## config.mk

```make
export PLATFORM = sky130hd
export DESIGN_NAME = pipe_ctrl
export DESIGN_NICKNAME = d
export VERILOG_FILES = /design/src/rtl/pipe_ctrl.sv
export SDC_FILE = /design/constraint.sdc
export NUM_CORES = 1
export LEC_CHECK = 0
export ABC_AREA = 1
export CAP_MARGIN = 0
export CORE_MARGIN = 1
export CORE_UTILIZATION = 55
export CTS_BUF_LIST = sky130_fd_sc_hd__clkbuf_2 sky130_fd_sc_hd__clkbuf_4 sky130_fd_sc_hd__clkbuf_8
export DETAILED_ROUTE_END_ITERATION = 8
export PLACE_DENSITY = 0.88
export SYNTH_ARGS = -nofsm -noshare
export SYNTH_HDL_FRONTEND = slang
export SYNTH_SLANG_ARGS = --single-unit
```

## constraint.sdc

```tcl
create_clock -name clk -period 3.45 [get_ports clk]
set_input_delay 0.69 -clock clk [delete_from_list [all_inputs] [get_ports clk]]
set_output_delay 0.69 -clock clk [all_outputs]
set_load 0.01 [all_outputs]
```

## src/rtl/pipe_ctrl.sv

```systemverilog
// Beta core pipeline control: bypass selects, load-use bubbles,
// data-memory wait sequencing with timeout, branch annul, stall counter.
module pipe_ctrl #(
  parameter int CNT_W       = 16,
  parameter int MEM_TIMEOUT = 255
) (
  input  logic             clk,
  input  logic             rst,
  input  logic [4:0]       rf_ra,
  input  logic [4:0]       rf_rb,
  input  logic             rf_ra_used,
  input  logic             rf_rb_used,
  input  logic [4:0]       alu_rc,
  input  logic             alu_we,
  input  logic             alu_is_ld,
  input  logic [4:0]       mem_rc,
  input  logic             mem_we,
  input  logic             mem_is_ld,
  input  logic [4:0]       wb_rc,
  input  logic             wb_we,
  input  logic             mem_req,
  input  logic             mem_ack,
  input  logic             br_taken,
  output logic             stall_if,
  output logic             stall_rf,
  output logic             stall_alu,
  output logic             stall_mem,
  output logic             annul_if,
  output logic             annul_rf,
  output logic             annul_mem,
  output logic [1:0]       byp_a_sel,
  output logic [1:0]       byp_b_sel,
  output logic             mem_err,
  output logic [CNT_W-1:0] stall_cnt
);

  typedef enum logic {
    S_RUN,
    S_WAIT
  } state_t;

  localparam logic [15:0] TMO = 16'(MEM_TIMEOUT);

  state_t           state_q, state_d;
  logic [15:0]      wcnt_q, wcnt_d;
  logic [CNT_W-1:0] scnt_q, scnt_d;

  logic mem_stall;
  logic err;
  logic a_alu, a_mem, a_wb;
  logic b_alu, b_mem, b_wb;
  logic lu_a, lu_b, load_use;
  logic [1:0] sel_a, sel_b;

  function automatic logic hit(
    input logic [4:0] r,
    input logic       used,
    input logic       we,
    input logic [4:0] rc
  );
    return used && we && (rc == r) && (r != 5'd31);
  endfunction

  assign a_alu = hit(rf_ra, rf_ra_used, alu_we, alu_rc);
  assign a_mem = hit(rf_ra, rf_ra_used, mem_we, mem_rc);
  assign a_wb  = hit(rf_ra, rf_ra_used, wb_we,  wb_rc);
  assign b_alu = hit(rf_rb, rf_rb_used, alu_we, alu_rc);
  assign b_mem = hit(rf_rb, rf_rb_used, mem_we, mem_rc);
  assign b_wb  = hit(rf_rb, rf_rb_used, wb_we,  wb_rc);

  assign lu_a = (a_alu && alu_is_ld) || (a_mem && mem_is_ld);
  assign lu_b = (b_alu && alu_is_ld) || (b_mem && mem_is_ld);
  assign load_use = lu_a || lu_b;

  // Youngest writer wins; a pending load there leaves the RF value.
  always_comb begin
    sel_a = 2'b00;
    if (a_alu)      sel_a = alu_is_ld ? 2'b00 : 2'b01;
    else if (a_mem) sel_a = mem_is_ld ? 2'b00 : 2'b10;
    else if (a_wb)  sel_a = 2'b11;
  end

  always_comb begin
    sel_b = 2'b00;
    if (b_alu)      sel_b = alu_is_ld ? 2'b00 : 2'b01;
    else if (b_mem) sel_b = mem_is_ld ? 2'b00 : 2'b10;
    else if (b_wb)  sel_b = 2'b11;
  end

  always_comb begin
    state_d   = state_q;
    wcnt_d    = wcnt_q;
    mem_stall = 1'b0;
    err       = 1'b0;
    unique case (state_q)
      S_RUN: begin
        if (mem_req && !mem_ack) begin
          mem_stall = 1'b1;
          state_d   = S_WAIT;
          wcnt_d    = 16'd1;
        end
      end
      S_WAIT: begin
        if (mem_ack) begin
          state_d = S_RUN;
          wcnt_d  = 16'd0;
        end else if (wcnt_q >= TMO) begin
          err     = 1'b1;
          state_d = S_RUN;
          wcnt_d  = 16'd0;
        end else begin
          mem_stall = 1'b1;
          wcnt_d    = wcnt_q + 16'd1;
        end
      end
      default: begin
        state_d = S_RUN;
        wcnt_d  = 16'd0;
      end
    endcase
  end

  // Memory stall holds the RF instruction rather than bubbling it.
  always_comb begin
    stall_if  = 1'b0;
    stall_rf  = 1'b0;
    stall_alu = 1'b0;
    stall_mem = 1'b0;
    annul_if  = 1'b0;
    annul_rf  = 1'b0;
    annul_mem = 1'b0;
    byp_a_sel = sel_a;
    byp_b_sel = sel_b;
    if (rst) begin
      annul_if  = 1'b1;
      annul_rf  = 1'b1;
      annul_mem = 1'b1;
      byp_a_sel = 2'b00;
      byp_b_sel = 2'b00;
    end else if (mem_stall) begin
      stall_if  = 1'b1;
      stall_rf  = 1'b1;
      stall_alu = 1'b1;
      stall_mem = 1'b1;
      annul_mem = 1'b1;
    end else if (load_use) begin
      stall_if = 1'b1;
      stall_rf = 1'b1;
      annul_rf = 1'b1;
    end else begin
      annul_if = br_taken;
    end
  end

  always_comb begin
    scnt_d = scnt_q;
    if (stall_if && !(&scnt_q)) begin
      scnt_d = scnt_q + 1'b1;
    end
  end

  always_ff @(posedge clk or posedge rst) begin
    if (rst) begin
      state_q <= S_RUN;
      wcnt_q  <= 16'd0;
      scnt_q  <= '0;
    end else begin
      state_q <= state_d;
      wcnt_q  <= wcnt_d;
      scnt_q  <= scnt_d;
    end
  end

  assign mem_err   = err && !rst;
  assign stall_cnt = scnt_q;

endmodule

```

==> metrics.md <==
| Metric | Value |
|---|---|
| TritonRoute pass-1 iters | 6 |
| Die Area | 0.00489 mm² |
| Cell area after synthesis | 0.00254 mm² |
| Simple logic cell fraction of the synthesized area | 0.430 |
| Detail Route Antenna Nets | 0 |
| Row count | 24 |
| F_max | 0.299 GHz |
| CP max stage cell | clkdlybuf4s50_1 |
| Share of cells above drive strength 1 | 0.103 |
| Number of synthesized flops with an enable pin | 0 |
| Placed cell areas | 0.00320 mm² |
| Setup Buffers After CTS | 0 |
| CTS tree | done |
| Core ar. | 0.00438 mm² |
| Initial drt markers | 183 |
| Post-route setup slack | 0.110 ns |
| Post-synthesis sequential area ratio | 0.326 |
| Clock transition at path regs | 0.07 ns |
| Nets@finish | 476 |
| Clock buffer depth | 2 |
| Asr flop ratio synth | 1.00 |
| DP HPWL | 5.14 mm |
| Status | finished, final reports clean |
| Xor and xnor fraction of the mapped netlist area | 0.0587 |
| Fill cell count | 338 |
| DRC viols | 0 |
| Synth Instances | 372 |
| Pre-CTS WS | 0.0260 ns |
| First-pass GRT wire length | 11.2 mm |
| Maxcap violations | 0 |
| Starting Density | 0.578 |
| Multiplexer share of the synthesized area | 0 |
| Worst-Skew Late Latency | 0.28 ns |
| Pin count of the biggest net entering global routing | 24 |
| Synthesized flop and latch total | 33 |
| Buf+Inv Stages, Crit Path | 3 |
| CP endpoint kind | output pin |
| Slew @ Worst Pin | 0.381 ns |
| All-Layer GR Usage | 0.281 |
| Pwr Density | 320 mW/mm² |
| Post-Synth Adder-Cell Area | 0.00987 |
| Worst VDD drop | 245 µV |
| Critical Path Fanout Max | 5 |
| DR vias/cell | 5.39 |
| Area grow syn2layout | 30.7% |
| Number of antenna violations at the first check in global routing | 0 |
| Vias | 2643 |
| H-Tree Depth | 2 |
| Startpoint type of the worst setup path | input pin |
| Top Family by Delay on Critical Path | buffers and inverters |
| WP data arrival | 2.65 ns |
| Unique masters post-synth | 34 |
| Sequential cell area | 826 µm² |
| Fin. max-slew vios | 0 |
| Total power | 1.06 mW |
| Hold Crit Class | reg2reg |
| Biggest cell delay along the critical path | 0.56 ns |
| Main combinational cell family by area after synthesis | simple AND/OR/NAND/NOR gates |
| Total CTS buffers | 5 |
| Final hold viol count | 0 |
| Top-Level Pins | 65 |
| Final Wtd Congestion | 0.986 |
| Relative slew slack | 0.746 |
| Post-Route WL | 6.55 mm |
| Skew final | 0.00645 ns |
| Leakage power | 1.66 nW |
| Setup Crit Path Kind | in2out |
| Period Utilization, post-route | 0.968 |
| Clock Tree Root | clkbuf_8 |
| Die Wd | 69.9 µm |
| Multi-input combinational cell area | 0.00144 mm² |
| Num Clock Sinks | 33 |
| Final setup viols | 0 |
| Post-layout min period | 3.34 ns |
| Grt ovf | 0 |
| Number of global-route vias before repair | 2492 |
| Die height | 69.9 µm |
| Cells after DPL | 482 |
| Antenna diode count | 0 |
| Final instance area | 0.00331 mm² |
| Ys Warns | 0 |
| Port-buffer cells | 64 |
| Routed length per instance | 13.4 µm |
| Worst-path cell chain | clkdlybuf4s50_1 -> inv_1 -> o211ai_1 -> nor2_1 -> nand2_1 -> nor3_2 -> nand2_1 -> a21oi_1 -> clkdlybuf4s50_1 |
| Non-filler cells, final | 490 |
| Syn avg cell area | 6.82 µm² |
| Critical path required time | 2.76 ns |
| Synthesized net count | 411 |
| Compound-gate portion of the synthesized area | 0.0646 |
| Top_reg_cell synth | dfrtp_1 |
==> where the power goes <==
group	switching (mW)	internal [mW]
combinational	0.170	0.150
clock	0.139	0.139
sequential	0.0456	0.418
==> cell usage in the layout, fill, tap and decap left out, drive strengths merged <==
| cell | Yosys | layout |
|---|---|---|
| o21ai | 7 | 7 |
| dfrtp | 33 | 33 |
| o211ai | 2 | 2 |
| clkinv | 4 | 5 |
| xor2 | 9 | 9 |
| inv | 52 | 53 |
| nand2 | 128 | 128 |
| clkinvlp | 0 | 1 |
| buf | 8 | 3 |
| dlymetal6s2s | 0 | 9 |
| nor3 | 5 | 5 |
| or2 | 1 | 1 |
| a21boi | 1 | 1 |
| nand3 | 25 | 25 |
| clkdlybuf4s50 | 0 | 55 |
| ha | 2 | 2 |
| o22ai | 6 | 6 |
| a21oi | 12 | 12 |
| xnor2 | 8 | 8 |
| clkbuf | 1 | 5 |
| o221ai | 1 | 1 |
| nor2 | 43 | 43 |
| nand4 | 23 | 23 |
| nor3b | 1 | 1 |
==> cell type report <==
| cell class | instances | share of cell area |
|---|---|---|
| Multi-Input combinational cell | 274 | 0.433 |
| Sequential cell | 33 | 0.249 |
| Timing Repair Buffer | 67 | 0.207 |
| Inverter | 56 | 0.0649 |
| Clock buffer | 5 | 0.0208 |
| Tap cell | 52 | 0.0196 |
| Clock inverter | 3 | 0.00529 |
==> worst min-delay path, cell delays in order (launching register included) <==
cell and delay (ns):
dfrtp_1 0.32, inv_1 0.04, nor2_1 0.09
==> flip-flops by register name (all words and copies together), names as in the netlist <==
signal     flops
stall_cnt     16
wcnt_q        16
state_q        1
==> synthesized netlist by cell type, types with 4 or more instances <==
cell       n  share of area
a21oi_1   12          0.024
dfrtp_1   33           0.33
inv_1     50          0.074
nand2_1  122           0.18
nand2_2    4         0.0099
nand3_1   15          0.030
nand3_2    9          0.036
nand4_1   22          0.054
nor2_1    35          0.052
nor2_2     5          0.012
o21ai_0    7          0.014
o22ai_1    6          0.015
xnor2_1    8          0.028
xor2_1     9          0.031
==> metrics by stage <==
| stage | hold WS [ns] | util | TNS [ns] |
|---|---|---|---|
| 4_1_cts | 0.497 | 0.749 | 0 |
| 3_3_place_gp | 0.471 | 0.729 | 0 |
| 3_5_place_dp | 0.482 | 0.729 | 0 |
| 2_1_floorplan | 0.460 | - | 0 |
| 6_report | 0.490 | 0.756 | 0 |
| 5_1_grt | 0.516 | 0.756 | -0.00343 |
==> timing repair <==
item | 4_1_cts | 5_1_grt
endpoints found under the setup margin | 0 | 7
gates resized for setup | 0 | 11
hold buffers | 0 | 0
==> layer usage <==
metal	share of wire	wire length, µm	track usage
met5	0	0	0
met2	0.49	3210	0.468
met4	0.0089	58	0.0844
met1	0.43	2820	0.374
met3	0.070	457	0.0491
==> cells by family after synthesis <==
family | count (synthesis)
xor+xnor | 17
simple gates | 226
flops | 33
compound gates | 29
fa+ha+maj | 2
buf+inv | 65
==> final timing paths <==
path	start	depth (start not counted)	end	slack (ns)
max	rf_ra[0]	9	byp_a_sel[0]	0.11
min	wcnt_q[14]$_DFFE_PP0P_	2	wcnt_q[14]$_DFFE_PP0P_	0.49
max reg2reg	wcnt_q[0]$_DFFE_PP0P_	11	stall_cnt[0]$_DFFE_PP0P_	1.41
min reg2reg	wcnt_q[14]$_DFFE_PP0P_	2	wcnt_q[14]$_DFFE_PP0P_	0.49
max in group asynchronous	rst	3	stall_cnt[4]$_DFFE_PP0P_	2.23
min in group asynchronous	rst	3	stall_cnt[13]$_DFFE_PP0P_	0.95
Power figures use the tool's default switching activity.
